==> config.mk <==
export PLATFORM = sky130hd
export DESIGN_NAME = product_accumulator
export DESIGN_NICKNAME = d
export VERILOG_FILES = /design/src/rtl/product_accumulator.sv
export SDC_FILE = /design/constraint.sdc
export NUM_CORES = 1
export LEC_CHECK = 0
export BUFFER_PORTS_ARGS = -buffer_cell sky130_fd_sc_hd__buf_2
export CAP_MARGIN = 15
export CORE_MARGIN = 2
export CORE_UTILIZATION = 30
export DETAILED_ROUTE_END_ITERATION = 12
export GPL_TIMING_DRIVEN = 0
export SLEW_MARGIN = 20
export SYNTH_ARGS = -nofsm -noshare
export SYNTH_HDL_FRONTEND = slang
export SYNTH_SLANG_ARGS = --single-unit
==> constraint.sdc <==
create_clock -name clk -period 4.19 [get_ports clk]
set_input_delay 0.2095 -clock clk [delete_from_list [all_inputs] [get_ports clk]]
set_output_delay 0.2095 -clock clk [all_outputs]
set_load 0.005 [all_outputs]
==> src/rtl/product_accumulator.sv <==
// product_accumulator: sums ACC_LEN unsigned products from the multiplier
// stage into one saturating ACC_W-bit result. The result is held until the
// consumer takes it.
//
// Handshake (both ports): a transfer happens on a rising edge exactly when
// valid and ready are both 1. in_ready is 1 only in ACCUM. out_valid is 1
// only in HOLD. A result is held stable until out_ready is seen. There is
// no bypass: in_ready stays 0 in the cycle the result is consumed.
module product_accumulator #(
  parameter int D_SIZE  = 8,
  parameter int ACC_LEN = 4,
  parameter int ACC_W   = 20
) (
  input  logic                             clk,
  input  logic                             rst,
  input  logic                             in_valid,
  output logic                             in_ready,
  input  logic [2*D_SIZE:0]                in_prod,
  output logic                             out_valid,
  input  logic                             out_ready,
  output logic [ACC_W-1:0]                 out_sum,
  output logic                             out_ovf,
  output logic [$clog2(ACC_LEN+1)-1:0]     count
);

  localparam int PW = 2*D_SIZE + 1;
  localparam int CW = $clog2(ACC_LEN+1);
  localparam logic [CW-1:0] LAST = CW'(ACC_LEN - 1);

  generate
    if (ACC_W < PW) begin : g_bad_acc_w
      $error("product_accumulator: ACC_W must be >= 2*D_SIZE+1");
    end
    if (ACC_LEN < 1) begin : g_bad_acc_len
      $error("product_accumulator: ACC_LEN must be >= 1");
    end
  endgenerate

  typedef enum logic {ACCUM = 1'b0, HOLD = 1'b1} state_t;

  state_t              state;
  state_t              state_next;
  logic [ACC_W-1:0]    acc;
  logic                acc_ovf;
  logic [ACC_W:0]      sum_ext;
  logic                carry;
  logic [ACC_W-1:0]    sat_sum;
  logic                xfer;
  logic                last_xfer;

  // Saturating add of the zero-extended product into the running sum.
  always_comb begin
    sum_ext = {1'b0, acc} + {{(ACC_W+1-PW){1'b0}}, in_prod};
    carry   = sum_ext[ACC_W];
    sat_sum = carry ? {ACC_W{1'b1}} : sum_ext[ACC_W-1:0];
  end

  // Next-state and handshake outputs. in_valid is ignored in HOLD, and
  // out_ready is ignored in ACCUM.
  always_comb begin
    state_next = state;
    in_ready   = 1'b0;
    out_valid  = 1'b0;
    xfer       = 1'b0;
    last_xfer  = 1'b0;
    case (state)
      ACCUM: begin
        in_ready  = 1'b1;
        xfer      = in_valid;
        last_xfer = in_valid && (count == LAST);
        if (last_xfer) state_next = HOLD;
      end
      HOLD: begin
        out_valid = 1'b1;
        if (out_ready) state_next = ACCUM;
      end
      default: state_next = ACCUM;
    endcase
  end

  // State register.
  always_ff @(posedge clk) begin
    if (rst) state <= ACCUM;
    else     state <= state_next;
  end

  // Accumulator, group count, sticky overflow and registered result.
  // Reset discards any partial sum or pending result.
  always_ff @(posedge clk) begin
    if (rst) begin
      acc     <= '0;
      acc_ovf <= 1'b0;
      count   <= '0;
      out_sum <= '0;
      out_ovf <= 1'b0;
    end else if (last_xfer) begin
      out_sum <= sat_sum;
      out_ovf <= acc_ovf | carry;
      acc     <= '0;
      acc_ovf <= 1'b0;
      count   <= '0;
    end else if (xfer) begin
      acc     <= sat_sum;
      acc_ovf <= acc_ovf | carry;
      count   <= count + CW'(1);
    end
  end

endmodule

==> metrics.yaml <==
clock.fmax_mhz: 359
grtUsageTotal: 0.148
route.final.wire_length_um: 6990
antenna_violations_before_repair: 0
core_region_area_mm2: 0.00868
vdd_drop_max_v: 0.000165
drtPass1Iterations: 4
setup_tns_ps: 0
synthesis.instances: 327
endpoint_kind: "register"
setup_viol: 0
total_drc_errors_in_the_routed_layout: 0
hold-worst-slack_ps: 155
top_level_ports: 47
layout-drive-gt1-share: 0.181
clock_path_buffers: 2
global_route_wire_length_before_repair_um: 11900
rr_startpoint: "acc[0]$_SDFFE_PP0P_"
die_area_mm2: 0.00967
post_synth_instance_area_mm2: 0.00267
synthTopCellsByArea: "dfxtp_1, ha_1, a21oi_1"
routed_via_density: 5.06
grt_setup_unrepaired: "false"
detailroute.via_count: 2474
outcome: "finished, final reports clean"
synth.yosys.warnings: 0
synth_largest_area_cell: "dfxtp_1"
first_global_vias: 2470
final_net_count: 421
min-delay-path-class: "in2reg"
numCtsBuffers: 5
final_min_period_over_clock_period: 0.664
slew_violations: 0
synth_largest_type_area_fraction: 0.345
cts_tree: "built"
cts_htree_levels: 2
die_span_in_y_um: 98.3
synth_enable_flop_cells: 0
gr-total-overflow: 0
synth.avg_cell_area_um2: 8.16
timing_worst_setup_path_type: "reg2reg"
root_buffer: "clkbuf_8"
cts_setup_buffers: 0
post-dp-hpwl_um: 5490
antenna-diode-count: 0
cts.reportedPaths.clkPinSlew_ps: 90
drt_first_iter_violations: 89
synth.yosys.seq_area_share: 0.345
std_cell_rows: 34
final_antenna_net_count: 0
net_count_of_the_mapped_netlist: 368
finalWeightedCongestion: 0.867
timing.critical_path.from: "acc[0]$_SDFFE_PP0P_"
synth.lib_cells_used.distinct: 48
timing.final.crit_period_ps: 2780
avgRoutedWirePerCell_um: 14.3
async_set_or_reset_flop_fraction_in_the_synthesized_netlist: 0
mostFrequentLayoutCells: "buf_2, dfxtp_1, a21oi_1"
clock_latency_ps: 300
crit_path_start_kind: "register"
crit_path_max_fanout: 10
cts_num_sinks: 46
cp.arrival_ps: 2940
grt_max_degree: 15
power.density_mw_per_mm2: 358
port-buffer-count: 46
final_common_cell: "buf_2"
yosys_most_used_dff: "dfxtp_1"
hold_violations: 0
worst_ep_required_time_ps: 4350
timing_worst_slew_pin_value_ps: 687
max_capacitance_violation_count: 0
slew-limit-headroom: 0.540
post_cts_resized: 0
fin_worst_skew_ps: 5.60
ys_seq_elements: 46
initial_util: 0.308
leakagePower_nw: 1.31
min-delay-start: "rst"
layout_overhead_on_the_synthesized_area_pct: 17.3
cts-hold-fix-buffers: 0
die_x_extent_um: 98.3
[Yosys cell counts, drive strengths merged, types with 2 or more instances]
| cell | n |
|---|---|
| o211ai | 5 |
| xor2 | 3 |
| o21ai | 28 |
| clkbuf | 16 |
| nor2b | 2 |
| ha | 19 |
| o311ai | 2 |
| a21o | 6 |
| nand2 | 18 |
| xnor2 | 11 |
| dfxtp | 46 |
| a21oi | 43 |
| a211oi | 24 |
| nand3 | 5 |
| nor2 | 47 |
| buf | 4 |
| inv | 8 |
| nor3 | 6 |
| o21a | 5 |
| and2 | 4 |
| nand2b | 3 |
| o31ai | 3 |
| o31a | 2 |
[layout make-up]
type,count,area (um2)
Buffer,20,88.8
Fill cell,943,5550
Tap cell,108,135
Inverter,8,30.0
Multi-Input combinational cell,253,1630
Clock inverter,2,12.5
Sequential cell,46,921
Clock buffer,6,82.6
Timing Repair Buffer,46,230
[stage by stage]
stage / power (W) / worst slack [ps] / instance area [um2] / instances / utilization
final: 0.00112 / 1410 / 3130 / 489 / 0.361
after detailed placement: 0.000840 / 1400 / 3030 / 481 / 0.350
after CTS: 0.00113 / 1390 / 3130 / 489 / 0.361
after global routing: 0.00120 / 1220 / 3130 / 489 / 0.361
after global placement: 0.000837 / 1400 / 3030 / 481 / 0.350
after floorplan: 0.000754 / 1710 / 2670 / 327 / -
[critical path, stage by stage (launching register included)]
cell and delay [ps]:
dfxtp_1 320, ha_1 230, fa_1 410, a21o_1 230, a221o_1 380, a21o_1 220
o31a_1 240, buf_4 180, buf_6 160, nor2_1 170, a211oi_1 100
[flip-flops by register name (all words and copies together), names as in the netlist]
signal	count
acc_ovf	1
out_sum	20
state	1
acc	20
out_ovf	1
count	3
[final timing paths]
| kind | to | slack [ps] | cells after the start |
|---|---|---|---|
| worst max register to register | out_sum[8]$_SDFFE_PP0P_ | 1410 | 10 |
| worst min-delay path | out_ovf$_SDFFE_PP0P_ | 160 | 2 |
| worst max-delay path | out_sum[8]$_SDFFE_PP0P_ | 1410 | 10 |
| worst min register to register | out_sum[18]$_SDFFE_PP0P_ | 480 | 2 |
[layer usage]
metal	part of all wire	GRT usage	wire length [um]
met1	0.49	0.199	3450
met2	0.46	0.252	3240
met3	0.040	0.0322	278
met4	0.0036	0.0169	25
met5	0	0	0
[logic make-up after synthesis]
| family | count (synthesis) | synth area share |
|---|---|---|
| xor gates and xnor gates | 14 | 0.0459 |
| adders and majority gates | 20 | 0.0966 |
| and+or+nand+nor | 89 | 0.154 |
| AOI/OAI and AO/OA | 128 | 0.305 |
| buffers and inverters | 28 | 0.0445 |
| muxes | 2 | 0.00937 |
| DFF | 46 | 0.345 |
[report_power, final]
group          total [W]  switching [W]  leakage, nW  internal [W]
combinational   0.000350       0.000213        0.886      0.000137
clock           0.000290       0.000157       0.0472      0.000133
sequential      0.000482      0.0000165        0.376      0.000465
total            0.00112       0.000387         1.31      0.000735
(Power assumes the default switching activity.)
